[config.mk]
export PLATFORM = sky130hd
export DESIGN_NAME = smpl_iter_flat
export DESIGN_NICKNAME = d
export VERILOG_FILES = /design/src/rtl/smpl_iter_pkg.sv /design/src/rtl/smpl_iter_if.sv /design/src/rtl/smpl_step_gen.sv /design/src/rtl/smpl_iter.sv /design/src/flat_wrapper.sv
export SDC_FILE = /design/constraint.sdc
export NUM_CORES = 1
export LEC_CHECK = 0
export ABC_AREA = 1
export BUFFER_PORTS_ARGS = -buffer_cell sky130_fd_sc_hd__buf_4
export CORE_AREA = 3 3 285 287
export CTS_CLUSTER_DIAMETER = 50
export DETAILED_ROUTE_END_ITERATION = 10
export DIE_AREA = 0 0 288 290
export MAX_ROUTING_LAYER = met4
export SYNTH_ARGS = -nofsm -noshare
export SYNTH_HDL_FRONTEND = slang
export SYNTH_SLANG_ARGS = --single-unit
[constraint.sdc]
create_clock -name clk -period 9.15 [get_ports clk]
set_input_delay 0.4575 -clock clk [delete_from_list [all_inputs] [get_ports clk]]
set_output_delay 0.4575 -clock clk [all_outputs]
set_load 0.02 [all_outputs]
[src/rtl/smpl_iter_pkg.sv]
// smpl_iter_pkg: shared widths, word/array types, FSM state encoding,
// subsample one-hot codes and the pitch-to-step decode used by smpl_iter.
package smpl_iter_pkg;

  localparam int SIGFIG = 24;
  localparam int RADIX  = 10;
  localparam int VERTS  = 3;
  localparam int AXIS   = 3;
  localparam int COLORS = 3;

  typedef logic [SIGFIG-1:0]          word_t;
  typedef word_t [VERTS-1:0][AXIS-1:0] tri_t;
  typedef word_t [COLORS-1:0]          color_t;
  // [0]=x, [1]=y
  typedef word_t [1:0]                 pt_t;
  // [0]=lower-left, [1]=upper-right
  typedef pt_t [1:0]                   box_t;

  typedef enum logic {
    WAIT_STATE = 1'b0,
    TEST_STATE = 1'b1
  } state_e;

  localparam logic [3:0] SUB_1_0   = 4'b1000;
  localparam logic [3:0] SUB_0_5   = 4'b0100;
  localparam logic [3:0] SUB_0_25  = 4'b0010;
  localparam logic [3:0] SUB_0_125 = 4'b0001;

  // Steps carry one extra bit so position + step never wraps at the box edge.
  localparam logic signed [SIGFIG:0] STEP_1_0   = (SIGFIG+1)'(1 << RADIX);
  localparam logic signed [SIGFIG:0] STEP_0_5   = (SIGFIG+1)'(1 << (RADIX-1));
  localparam logic signed [SIGFIG:0] STEP_0_25  = (SIGFIG+1)'(1 << (RADIX-2));
  localparam logic signed [SIGFIG:0] STEP_0_125 = (SIGFIG+1)'(1 << (RADIX-3));

  // Any code that is not exactly one-hot falls back to full-pixel pitch.
  function automatic logic signed [SIGFIG:0] step_decode(input logic [3:0] sub);
    case (sub)
      SUB_0_5:   step_decode = STEP_0_5;
      SUB_0_25:  step_decode = STEP_0_25;
      SUB_0_125: step_decode = STEP_0_125;
      default:   step_decode = STEP_1_0;
    endcase
  endfunction

endpackage

[src/rtl/smpl_iter_if.sv]
// smpl_iter_if: bbox-side inputs, downstream halt, and the R14 sample outputs.
// Optional SMPL_ITER_STATS_EN adds the sampCount_RnnnnU counter output.
//
// Handshake: a triangle is taken when validTri_R13H=1 and halt_RnnnnH_out=0
// at a rising edge; upstream must hold it while halt_RnnnnH_out=1. A sample is
// consumed at a rising edge where validSamp_R14H=1 and halt_RnnnnH=0; while
// halt_RnnnnH=1 the block holds the current sample unchanged.
interface smpl_iter_if;
  import smpl_iter_pkg::*;

  tri_t        tri_R13S;
  color_t      color_R13U;
  box_t        box_R13S;
  logic        validTri_R13H;
  logic [3:0]  subSample_RnnnnU;
  logic        halt_RnnnnH;
  logic        halt_RnnnnH_out;
  tri_t        tri_R14S;
  color_t      color_R14U;
  pt_t         sample_R14S;
  logic        validSamp_R14H;
`ifdef SMPL_ITER_STATS_EN
  logic [31:0] sampCount_RnnnnU;
`endif

  // Block side
  modport slave (
    input  tri_R13S, color_R13U, box_R13S, validTri_R13H, subSample_RnnnnU,
    input  halt_RnnnnH,
    output halt_RnnnnH_out, tri_R14S, color_R14U, sample_R14S, validSamp_R14H
`ifdef SMPL_ITER_STATS_EN
    , output sampCount_RnnnnU
`endif
  );

  // Driver side (bbox stage plus downstream halt source)
  modport master (
    output tri_R13S, color_R13U, box_R13S, validTri_R13H, subSample_RnnnnU,
    output halt_RnnnnH,
    input  halt_RnnnnH_out, tri_R14S, color_R14U, sample_R14S, validSamp_R14H
`ifdef SMPL_ITER_STATS_EN
    , input  sampCount_RnnnnU
`endif
  );

endinterface

[src/rtl/smpl_step_gen.sv]
// smpl_step_gen: combinational raster step. Given the current sample and the
// box, produce the next sample position or flag that the current one is last.
module smpl_step_gen
  import smpl_iter_pkg::*;
(
  input  word_t      x_i,
  input  word_t      y_i,
  input  word_t      ll_x_i,
  input  word_t      ur_x_i,
  input  word_t      ur_y_i,
  input  logic [3:0] sub_i,
  output word_t      next_x_o,
  output word_t      next_y_o,
  output logic       last_o
);

  logic signed [SIGFIG:0] step;
  logic signed [SIGFIG:0] x_inc;
  logic signed [SIGFIG:0] y_inc;
  logic signed [SIGFIG:0] ur_x_ext;
  logic signed [SIGFIG:0] ur_y_ext;

  // Advance along x; wrap to the next row; otherwise the walk is finished.
  always_comb begin
    step     = step_decode(sub_i);
    x_inc    = $signed({x_i[SIGFIG-1], x_i}) + step;
    y_inc    = $signed({y_i[SIGFIG-1], y_i}) + step;
    ur_x_ext = $signed({ur_x_i[SIGFIG-1], ur_x_i});
    ur_y_ext = $signed({ur_y_i[SIGFIG-1], ur_y_i});
    next_x_o = x_i;
    next_y_o = y_i;
    last_o   = 1'b0;
    if (x_inc <= ur_x_ext) begin
      next_x_o = x_inc[SIGFIG-1:0];
    end else if (y_inc <= ur_y_ext) begin
      next_x_o = ll_x_i;
      next_y_o = y_inc[SIGFIG-1:0];
    end else begin
      last_o = 1'b1;
    end
  end

endmodule

[src/rtl/smpl_iter.sv]
// smpl_iter: walks one triangle's bounding box in raster order at the selected
// subsample pitch, one registered sample per unstalled cycle.
// Optional feature macro: SMPL_ITER_STATS_EN (adds sampCount_RnnnnU).
module smpl_iter
  import smpl_iter_pkg::*;
(
  input  logic        clk,
  input  logic        rst,
  smpl_iter_if.slave  bus
);

  state_e state_q, state_d;
  tri_t   tri_q, tri_d;
  color_t color_q, color_d;
  word_t  ll_x_q, ll_x_d;
  word_t  ur_x_q, ur_x_d;
  word_t  ur_y_q, ur_y_d;
  word_t  x_q, x_d;
  word_t  y_q, y_d;
  logic   valid_q, valid_d;

  word_t  next_x;
  word_t  next_y;
  logic   last;

  smpl_step_gen u_step (
    .x_i      (x_q),
    .y_i      (y_q),
    .ll_x_i   (ll_x_q),
    .ur_x_i   (ur_x_q),
    .ur_y_i   (ur_y_q),
    .sub_i    (bus.subSample_RnnnnU),
    .next_x_o (next_x),
    .next_y_o (next_y),
    .last_o   (last)
  );

  // State and datapath registers; reset drops any triangle in flight.
  always_ff @(posedge clk or negedge rst) begin
    if (!rst) begin
      state_q <= WAIT_STATE;
      tri_q   <= '0;
      color_q <= '0;
      ll_x_q  <= '0;
      ur_x_q  <= '0;
      ur_y_q  <= '0;
      x_q     <= '0;
      y_q     <= '0;
      valid_q <= 1'b0;
    end else begin
      state_q <= state_d;
      tri_q   <= tri_d;
      color_q <= color_d;
      ll_x_q  <= ll_x_d;
      ur_x_q  <= ur_x_d;
      ur_y_q  <= ur_y_d;
      x_q     <= x_d;
      y_q     <= y_d;
      valid_q <= valid_d;
    end
  end

  // Next state: capture in WAIT, step or finish in TEST, freeze on halt.
  always_comb begin
    state_d = state_q;
    tri_d   = tri_q;
    color_d = color_q;
    ll_x_d  = ll_x_q;
    ur_x_d  = ur_x_q;
    ur_y_d  = ur_y_q;
    x_d     = x_q;
    y_d     = y_q;
    valid_d = valid_q;
    case (state_q)
      WAIT_STATE: begin
        valid_d = 1'b0;
        if (bus.validTri_R13H) begin
          tri_d   = bus.tri_R13S;
          color_d = bus.color_R13U;
          ll_x_d  = bus.box_R13S[0][0];
          ur_x_d  = bus.box_R13S[1][0];
          ur_y_d  = bus.box_R13S[1][1];
          x_d     = bus.box_R13S[0][0];
          y_d     = bus.box_R13S[0][1];
          valid_d = 1'b1;
          state_d = TEST_STATE;
        end
      end
      TEST_STATE: begin
        if (!bus.halt_RnnnnH) begin
          if (last) begin
            valid_d = 1'b0;
            state_d = WAIT_STATE;
          end else begin
            x_d = next_x;
            y_d = next_y;
          end
        end
      end
      default: begin
        state_d = WAIT_STATE;
        valid_d = 1'b0;
      end
    endcase
  end

  // Outputs come straight from registers; upstream is stalled while iterating.
  always_comb begin
    bus.halt_RnnnnH_out = (state_q == TEST_STATE);
    bus.tri_R14S        = tri_q;
    bus.color_R14U      = color_q;
    bus.sample_R14S[0]  = x_q;
    bus.sample_R14S[1]  = y_q;
    bus.validSamp_R14H  = valid_q;
  end

`ifdef SMPL_ITER_STATS_EN
  logic [31:0] cnt_q, cnt_d;

  // Saturating count of samples that left the block unstalled.
  always_comb begin
    cnt_d = cnt_q;
    if (valid_q && !bus.halt_RnnnnH && (cnt_q != 32'hFFFF_FFFF)) begin
      cnt_d = cnt_q + 32'd1;
    end
  end

  // Sample counter register, cleared only by reset.
  always_ff @(posedge clk or negedge rst) begin
    if (!rst) begin
      cnt_q <= '0;
    end else begin
      cnt_q <= cnt_d;
    end
  end

  // Counter output.
  always_comb begin
    bus.sampCount_RnnnnU = cnt_q;
  end
`endif

endmodule
[src/flat_wrapper.sv]
// flat-port wrapper written by rule: the top's interface ports become plain ports
module smpl_iter_flat import smpl_iter_pkg::*;
  (clk, rst, bus_tri_R13S, bus_color_R13U, bus_box_R13S, bus_validTri_R13H, bus_subSample_RnnnnU, bus_halt_RnnnnH, bus_halt_RnnnnH_out, bus_tri_R14S, bus_color_R14U, bus_sample_R14S, bus_validSamp_R14H);
  smpl_iter_if bus_i ();
  input  logic clk;
  input  logic rst;
  input wire logic [$bits(bus_i.tri_R13S)-1:0] bus_tri_R13S;
  input wire logic [$bits(bus_i.color_R13U)-1:0] bus_color_R13U;
  input wire logic [$bits(bus_i.box_R13S)-1:0] bus_box_R13S;
  input wire logic [$bits(bus_i.validTri_R13H)-1:0] bus_validTri_R13H;
  input wire logic [$bits(bus_i.subSample_RnnnnU)-1:0] bus_subSample_RnnnnU;
  input wire logic [$bits(bus_i.halt_RnnnnH)-1:0] bus_halt_RnnnnH;
  output wire logic [$bits(bus_i.halt_RnnnnH_out)-1:0] bus_halt_RnnnnH_out;
  output wire logic [$bits(bus_i.tri_R14S)-1:0] bus_tri_R14S;
  output wire logic [$bits(bus_i.color_R14U)-1:0] bus_color_R14U;
  output wire logic [$bits(bus_i.sample_R14S)-1:0] bus_sample_R14S;
  output wire logic [$bits(bus_i.validSamp_R14H)-1:0] bus_validSamp_R14H;
  assign bus_i.tri_R13S = bus_tri_R13S;
  assign bus_i.color_R13U = bus_color_R13U;
  assign bus_i.box_R13S = bus_box_R13S;
  assign bus_i.validTri_R13H = bus_validTri_R13H;
  assign bus_i.subSample_RnnnnU = bus_subSample_RnnnnU;
  assign bus_i.halt_RnnnnH = bus_halt_RnnnnH;
  assign bus_halt_RnnnnH_out = bus_i.halt_RnnnnH_out;
  assign bus_tri_R14S = bus_i.tri_R14S;
  assign bus_color_R14U = bus_i.color_R14U;
  assign bus_sample_R14S = bus_i.sample_R14S;
  assign bus_validSamp_R14H = bus_i.validSamp_R14H;
  smpl_iter u_core (.clk(clk), .rst(rst), .bus(bus_i));
endmodule
* After elaboration in Yosys (flattened, before gate mapping)
Index checks and enable logic that the tools add are counted. W data, S select, Z words.
Word-level totals: register bits after elaboration 410, bits of input ports 392, output and inout port bits 338, word-level logic and storage cells 60
Operators by class: add/sub/neg operators 2, $lt $le $gt $ge 2, equality and inequality tests 10, multiplexer cells 22, bitwise logic cells 1, reductions and logical operators 4
Operator list (number):
- $mux W24 | 10
- $pmux W24 S2 | 2
- $add A24 B12 Y25 | 2
- $le A25 B24 Y1 | 2
- $pmux W11 S3 | 1
- $ne A2 B2 Y1 const B | 6
- $mux W1 | 7
- $reduce_and A5 Y1 | 1
- $eq A4 B1 Y1 const B | 1
- $eq A4 B2 Y1 const B | 1
- $eq A4 B3 Y1 const B | 1
- $pmux W1 S2 | 2
- $reduce_and A2 Y1 | 2
- $reduce_and A4 Y1 | 1
- $ne A3 B3 Y1 const B | 1
- $not A1 Y1 | 1

* Depth between registers and ports, before layout
Gate-level depths: netlist of run 1.
word-level depth 9, depth in mapped cells 31, mapped depth without buffers 30

* Cells and area by module
Synthesis of run 1 repeated with hierarchy kept, for this count alone.
Unflattened totals: cell total of the unflattened synthesis 2571, area, all modules 20234.4 um^2
By module, submodules not included:
- smpl_iter | instances 1, cells an instance 1907, area each 16764.8 um^2, sequential area each 10259.8 um^2
- smpl_step_gen | instances 1, cells an instance 664, area each 3469.6 um^2, sequential area each 0.0 um^2

* Least setup slack after synthesis of run 1
Ideal clock, no wire load.
kind in2reg, start point in bus_subSample_RnnnnU[1], end point reg u_core.y_q[10], library setup time 0.117 ns, data arrival time 3.587 ns, data required time 9.033 ns, slack 5.447 ns, stages on the path 25, path buffers 1, cell sequence inv_1 > nand2_1 > nor3_1 > nor2_1 > ha_1 > inv_1 > o21ai_0 > o21bai_2 > nand2_1 > inv_1 > or2_2 > and2_1 > ha_1 > nand2_1 > nor2_1 > nand2b_1 > nor3_1 > nand2_1 > nand4_1 > nand3_2 > nand3_2 > inv_2 > buf_4 > nand2_1 > nand2_1
Between the ends: cells in the longest elaborated chain, start to end 8, elaborated cells on any way between the ends 19, those cells by class 2 x add/sub; 2 x order compare; 6 x eq/ne; 8 x mux; 1 x reduce/logical
Ends and longest elaborated chain:
- from (decl) | RTL line flat_wrapper.sv:11 | input wire logic [$bits(bus_i.subSample_RnnnnU)-1:0] bus_subSample_RnnnnU;
- $eq A4 B1 Y1, or another cell as far along | RTL line smpl_iter_pkg.sv:37 | case (sub)
- $pmux W11 S3 * | RTL line smpl_iter_pkg.sv:37
- $add A24 B12 Y25 | RTL line smpl_step_gen.sv:27 | y_inc = $signed({y_i[SIGFIG-1], y_i}) + step;
- $le A25 B24 Y1 / $mux W24 (equally long branches) | RTL line smpl_step_gen.sv:35 | end else if (y_inc <= ur_y_ext) begin
- $mux W1 / $mux W24 (equally long branches) | RTL line smpl_step_gen.sv:35, smpl_step_gen.sv:33
- $mux W1 / $mux W24 (equally long branches) | RTL line smpl_step_gen.sv:33, smpl_iter.sv:91
- $ne A2 B2 Y1 (no source line) / $mux W24 (equally long branches)
- $reduce_and A5 Y1 (no source line) / $pmux W24 S2 (equally long branches)
- to (signal assigned) | RTL line smpl_iter.sv:58 | y_q <= y_d;
- to (decl) | RTL line smpl_iter.sv:19 | word_t y_q, y_d;
Mark *: on every way between the ends. The rest lies on a longest branch, timed or not. The select of a mux whose other input is x is not followed. A chain may end at the register's enable or synchronous reset.

* Final worst setup path of run 1
start point in bus_subSample_RnnnnU[1], end point reg u_core.x_q[3]
Between the ends: cells in the longest elaborated chain, start to end 8, elaborated cells on any way between the ends 17, those cells by class 2 x add/sub; 2 x order compare; 5 x eq/ne; 7 x mux; 1 x reduce/logical
Ends and longest elaborated chain:
- $eq A4 B1 Y1, or another cell as far along | RTL line smpl_iter_pkg.sv:37
- $pmux W11 S3 * | RTL line smpl_iter_pkg.sv:37
- $add A24 B12 Y25 (on tied branches) | RTL line smpl_step_gen.sv:27, smpl_step_gen.sv:26
- $le A25 B24 Y1 (on tied branches) | RTL line smpl_step_gen.sv:35, smpl_step_gen.sv:33
- $mux W1 / $mux W24 (equally long branches) | RTL line smpl_step_gen.sv:35, smpl_step_gen.sv:33
- $mux W1 / $mux W24 (equally long branches) | RTL line smpl_step_gen.sv:33, smpl_iter.sv:91
- $ne A2 B2 Y1 (no source line) / $mux W24 (equally long branches)
- $reduce_and A4 Y1 (no source line) / $pmux W24 S2 (equally long branches)
- to (signal assigned) | RTL line smpl_iter.sv:47 | x_q <= '0;
- to (signal assigned) | RTL line smpl_iter.sv:57 | x_q <= x_d;
- to (decl) | RTL line smpl_iter.sv:18 | word_t x_q, x_d;
Marked as above.

==> results.tsv, run 1 <==
metric	value	unit
cts_hold_buf	130	
cts_tree	yes	
synth_nets	2773	
ctsResizeCount	0	
synth_xor_area_frac	0.00520	
synth_compound_area_frac	0.0319	
synth_common_cells	nand2_1 (1321), dfrtp_1 (410), inv_1 (129), nand3_1 (81), clkbuf_1 (80)	
io_buffers	729	
clkTransAtPathRegs	0.06	ns
tightest_slew	1.11	ns
cp_max_fo	25	
clk_latency	0.60	ns
post_cts_buffers	0	
ys_seq_area_frac	0.554	
ant_nets	0	
r2r-end	u_core.x_q[3]	
dieArea	0.0835	mm²
setup_viol	0	
start_util	0.235	
first_pass_iters	5	
drv_slew	0	
r2r_cells	25	
crit_cells	26	
slew_headroom	0.262	
ys_types	36	
tns	0	ns
yosys_warnings	0	
via_per_inst	4.25	
grt_antenna_before_repair	11	
synth_top_family_by_area	simple AND/OR/NAND/NOR gates	
grt_pass1_wl	111000	µm
comb_power_share	0.468	
hold_viol_final	0	
routed_wl	73500	µm
timing.rr.start	u_core.x_q[8]	
p_leak	0.0154	µW
synthesis.instances	2325	
reg2reg_slack	4.46	ns
drc_errors	0	
finalClockSkew	0.0219	ns
end_kind	register	
synth_edf_count	0	
wl_per_cell	17.3	µm
power.switching	4540	µW
hp-class	input port to register	
syn2layout_area_growth	53.3	%
required	9.67	ns
dp_hpwl	54100	µm
fin_util	0.360	
crit_family	simple AND/OR/NAND/NOR gates	
drv_cap	0	
row_count	103	
slowest_delay	0.55	ns
synth_mux_area_frac	0	
chipWidth	288	µm
status	completed	
grt_max_degree	176	
numCtsBuffers	60	
synth-simple-area-share	0.322	
drt_iter0_drc	1032	
yosys-top-cells-area	dfrtp_1 (55%), nand2_1 (27%), ha_1 (3.8%)	
fin_crit	4.79	ns
cp-endpoint	u_core.x_q[3]	
htree_levels	2	
critPathBufInv	6	
cp.arrival	5.31	ns
track_usage	0.176	
finish.instance_area	0.0284	mm²
grt_pass1_vias	18400	
powerDensity	368	mW/mm²
crit_start	bus_subSample_RnnnnU[1]	
floorplan.core_area	0.0789	mm²
critPathLaunchType	input port	
avgSynthCellArea	7.97	µm²
gp_congestion	0.888	
final_nets	3600	
critPathSlowestCell	inv_2	
drive_gt1_frac	0.270	
cts-root-buf	clkbuf_16	
fmax	0.209	GHz
io_pins	730	
critPathKind	input port to register	
synth_top_area_share	0.554	
internal-power	5930	µW
dpl-instance-area	0.0250	mm²
async_flop_share	1.00	
grt_setup_unrepaired	no	
synth_ff_type	dfrtp_1	
yosysTopAreaCell	dfrtp_1	
die-height	290	µm
netlist_area	0.0185	mm²
switching_share	0.434	
ir_drop	0.180	mV
crit_top_cell	nand2_1	
grt_overflow	0	
period_share	0.524	
clock-sinks	410	
synth_fa_ha_area_frac	0.0378	
cts_buffer_depth	3	
post-synth-top-count-cell	nand2_1	
power.total	10500	µW
synth-seq-cells	410	
pwr-share-clk	0.226	
sequentialPowerShare	0.306	
vias	18100	
-- cell families (layout without fill, tap and decap cells) --
kind of cell               Yosys count  count (layout)
and+or+nand+nor                   1505            1505
DFF                                410             410
xor gates and xnor gates            11              11
adders and majority gates           56              56
other                                0               6
buffers and inverters              235            1112
AOI/OAI and AO/OA                  108             108
-- state kept, by name, indices dropped and copies added, names as in the netlist --
signal                      flops
u_core.bus.validSamp_R14H       1
u_core.ll_x_q                  24
u_core.bus.color_R14U          72
u_core.bus.tri_R14S           216
u_core.x_q                     24
u_core.bus.halt_RnnnnH_out      1
u_core.y_q                     24
u_core.ur_y_q                  24
u_core.ur_x_q                  24
-- per-layer routing --
| metal | share of wire | track usage | up-vias |
|---|---|---|---|
| li1 | - | - | 8847 |
| met4 | 0.035 | 0.0598 | 0 |
| met3 | 0.066 | 0.0351 | 132 |
| met1 | 0.40 | 0.206 | 8521 |
| met2 | 0.50 | 0.299 | 592 |
| met5 | 0 | - | - |
-- per-stage QoR --
step	hold WS, ns	instances	setup slack (ns)
2_1_floorplan	0.162	2325	5.45
3_3_place_gp	0.462	4010	3.84
3_5_place_dp	0.466	4010	3.72
4_1_cts	0.000141	4252	4.39
5_1_grt	0.0143	4257	3.81
6_report	0.0489	4258	4.36
-- worst register-to-register path, cell delays in order (launching register included) --
cell and delay [ns]:
dfrtp_1 0.42, nand4_1 0.19, nand2_1 0.11, inv_1 0.04, ha_1 0.17, inv_1 0.05
nand2_1 0.07, nand4_1 0.09, nand2_1 0.29, nand3_1 0.17, nand2_1 0.06, nand2_1 0.07
inv_1 0.05, ha_1 0.30, nand2_1 0.10, nor2_2 0.11, nand4_1 0.13, nor2_1 0.14
nand2_1 0.07, nand3_1 0.13, nand3_2 0.41, nand2_1 0.25, nand3_2 0.46, inv_2 0.55
nand2_1 0.10, nand2_1 0.08
-- worst min path at each step --
stage                     slack [ns]                    start                  endpoint  cells after the start
after global placement          0.46        u_core.ll_x_q[18]         u_core.ll_x_q[18]                      2
after detailed placement        0.47  u_core.bus.tri_R14S[99]   u_core.bus.tri_R14S[99]                      2
after CTS                     0.0001        bus_color_R13U[0]  u_core.bus.color_R14U[0]                      3
after global routing            0.01        bus_tri_R13S[117]  u_core.bus.tri_R14S[117]                      3
after floorplan                 0.16                      rst  u_core.bus.color_R14U[0]                      0
final                           0.05        bus_tri_R13S[114]  u_core.bus.tri_R14S[114]                      3
-- layout make-up --
cell class | instances | area [µm²]
tap | 1050 | 1310
timing repair buffer | 867 | 6890
sequential | 410 | 10300
clock buffer | 75 | 1670
inverter | 133 | 507
clock inverter | 37 | 402
antenna | 6 | 15.0
multi-input combinational | 1680 | 7350
fill | 8128 | 50500
-- power by group through the flow --
| stage | clock network [µW] | registers, µW | logic [µW] |
|---|---|---|---|
| finish | 2370 | 3200 | 4900 |
| global route | 2500 | 3300 | 5380 |
| CTS | 2430 | 3190 | 4960 |
| detailed placement | 0 | 3190 | 4900 |
| global placement | 0 | 3190 | 4860 |
| floorplan | 0 | 3950 | 2000 |
-- layout by cell type (no fill, tap or decap), types with 4 or more instances in the layout --
cell type / instances
dlygate4sd3_1: 130
xor2_1: 11
nand2_1: 1320
buf_4: 732
nor3_1: 17
nand3b_1: 6
inv_2: 4
and2_1: 5
buf_12: 4
clkinv_4: 9
inv_1: 128
clkbuf_1: 5
nor4_1: 6
a21oi_1: 19
ha_1: 56
nand3_1: 81
clkinv_2: 7
o21ai_0: 74
nand4_1: 30
clkbuf_8: 9
clkinvlp_4: 6
nor2_1: 25
nand3_2: 4
inv_6: 8
diode_2: 6
dfrtp_1: 410
a21o_1: 4
clkbuf_16: 61
bufinv_16: 5
Note: power is estimated with default switching activity, not from simulation.
==> run 2: changes to the inputs <==
- CORE_AREA: 3 3 285 287 -> 3 3 280 282
- DIE_AREA: 0 0 288 290 -> 0 0 283 285
- clock period: 9.15 -> 4.18 ns (I/O delays scaled with it)
==> run 2 against run 1 <==
Worst hold slack lost 0.012 ns. Global-route usage increased by 1.1 points. Sequential share of layout area decreased by 2.8 points. Final cell count increased by 5.6%. Highest routed layer unchanged. Setup slack got worse by 4.0 ns. Die area down 3.4%. Sequential power is 120% higher. Via count up 6.2%. Count of clock-buffer cells in the layout shrank 8. Critical path depth down 1. Register-to-register slack got worse by 4.1 ns. Combinational power is 130% higher.
==> results.tsv, run 2 (synthesis results as in run 1) <==
metric	value	unit
io_buffers	729	
required	4.70	ns
grt_pass1_wl	116000	µm
fmax	0.265	GHz
drv_cap	0	
fin_crit	3.77	ns
slew_headroom	0.277	
period_share	0.902	
drive_gt1_frac	0.251	
cts_tree	yes	
io_pins	730	
start_util	0.244	
crit_family	simple AND/OR/NAND/NOR gates	
internal-power	12700	µW
grt_setup_unrepaired	no	
switching_share	0.440	
chipWidth	283	µm
drc_errors	0	
dpl-instance-area	0.0251	mm²
drt_iter0_drc	989	
largest_register_ff_count	216	
htree_levels	2	
clkTransAtPathRegs	0.06	ns
vias	19200	
ir_drop	0.437	mV
finalClockSkew	0.0206	ns
place_inst	4007	
via_per_inst	4.27	
timing.rr.start	u_core.y_q[8]	
numCtsBuffers	55	
track_usage	0.186	
crit_top_cell	nand2_1	
comb_power_share	0.489	
cts_buffer_depth	3	
crit_cells	25	
stdcell_count	4498	
mostFrequentLayoutCells	nand2_1 (1320), buf_4 (748), dfrtp_1 (410), dlygate4sd3_1 (384), inv_1 (128)	
cp_max_fo	24	
row_count	101	
finish.instance_area	0.0308	mm²
pwr-share-clk	0.201	
fillCellCount	7457	
syn2layout_area_growth	66.1	%
cts-root-buf	clkbuf_16	
floorplan.core_area	0.0759	mm²
power.switching	9970	µW
r2r-end	u_core.y_q[19]	
slowest_delay	0.40	ns
cp.arrival	4.29	ns
r2r_cells	25	
tns	0	ns
reg2reg_slack	0.41	ns
p_leak	0.0165	µW
clock-sinks	410	
die-height	285	µm
sequentialPowerShare	0.311	
critPathLaunchType	register	
routed_wl	75300	µm
hold_viol_final	0	
whs	0.0368	ns
grt_max_degree	182	
final_common_cell	nand2_1	
wl_per_cell	16.7	µm
critPathKind	register to register	
powerDensity	736	mW/mm²
grt_pass1_vias	20000	
crit_start	u_core.y_q[8]	
end_kind	register	
ctsResizeCount	0	
setup_viol	0	
cp-endpoint	u_core.y_q[19]	
critPathBufInv	5	
critPathSlowestCell	dfrtp_1	
first_pass_iters	6	
grt_overflow	0	
drv_slew	0	
ant_nets	0	
dieArea	0.0807	mm²
tightest_slew	1.08	ns
final_nets	3867	
status	completed	
grt_antenna_before_repair	12	
clk_latency	0.58	ns
dp_hpwl	54300	µm
gp_congestion	0.907	
hp-class	input port to register	
==> run 2: changes by cell type in the layout (fill, tap and decap cells not counted), moves of 4 or more <==
| cell | delta |
|---|---|
| bufinv_16 | -4 |
| clkinv_2 | +4 |
| clkbuf_16 | -6 |
| buf_4 | +16 |
| clkinv_4 | -6 |
| dlygate4sd3_1 | +254 |
==> run 2: timing repair <==
| item | in CTS | in global routing |
|---|---|---|
| setup buffers | 0 | 1 |
| setup endpoints to repair | 0 | 2 |
| hold buffers | 384 | 0 |
| endpoints found under the hold margin | 495 | 0 |
==> run 2: how the worst min path moves through the flow <==
stage | slack [ns] | cells after the start | startpoint | endpoint
2_1_floorplan | -0.09 | 0 | rst | u_core.bus.color_R14U[0]
3_3_place_gp | 0.34 | 1 | rst | u_core.y_q[0]
3_5_place_dp | 0.34 | 1 | rst | u_core.y_q[0]
4_1_cts | 0.003 | 3 | bus_box_R13S[49] | u_core.ur_x_q[1]
5_1_grt | 0.03 | 3 | bus_box_R13S[49] | u_core.ur_x_q[1]
6_report | 0.04 | 3 | bus_box_R13S[49] | u_core.ur_x_q[1]
==> run 2: cell type report <==
type                            instances  area, µm²  area share
Tap cell                             1030       1290      0.0419
Clock inverter                         33        274     0.00890
Multi-Input combinational cell       1680       7350       0.239
Antenna cell                            6       15.0    0.000488
Inverter                              133        507      0.0165
Sequential cell                       410      10300       0.333
Clock buffer                           67       1480      0.0481
Timing Repair Buffer                 1139       9590       0.312
==> run 2: per-layer routing <==
| metal | GRT usage | up-vias | part of all wire | wire (µm) |
|---|---|---|---|---|
| li1 | - | 9393 | - | - |
| met1 | 0.215 | 8994 | 0.40 | 30000 |
| met2 | 0.316 | 657 | 0.49 | 37200 |
| met3 | 0.0373 | 170 | 0.061 | 4560 |
| met4 | 0.0791 | 0 | 0.047 | 3510 |
| met5 | - | - | 0 | 0 |
==> run 2: power by group through the flow <==
stage | Clock, µW | Sequential (µW) | Combinational [µW]
global route | 4830 | 7260 | 12100
global placement | 0 | 7020 | 10600
finish | 4540 | 7040 | 11100
floorplan | 0 | 8640 | 4390
CTS | 4670 | 7010 | 11100
detailed placement | 0 | 7010 | 10700
==> run 2: worst register-to-register path, cell delays in order, from the launching register on <==
cell	delay (ns)
dfrtp_1	0.40
nand4_1	0.18
nand2_1	0.11
inv_1	0.04
ha_1	0.18
inv_1	0.05
nand2_1	0.11
inv_1	0.10
o21bai_2	0.12
nand2_1	0.12
inv_1	0.07
or2_2	0.28
and2_1	0.15
ha_1	0.26
nand2_1	0.05
nor2_1	0.16
nand2b_1	0.09
nor3_1	0.14
nand2_1	0.10
nand3_1	0.07
nand2_1	0.09
nand3_2	0.16
nand3_2	0.11
inv_2	0.34
nand2_1	0.13
nand2_1	0.09
==> run 2: stage by stage <==
| stage | setup WS [ns] | power (µW) | utilization |
|---|---|---|---|
| after global placement | 0.165 | 17600 | 0.331 |
| after floorplan | 0.725 | 13000 | - |
| after CTS | 0.406 | 22700 | 0.405 |
| final | 0.408 | 22600 | 0.405 |
| after global routing | 0.0174 | 24200 | 0.405 |
| after detailed placement | 0.000758 | 17800 | 0.331 |
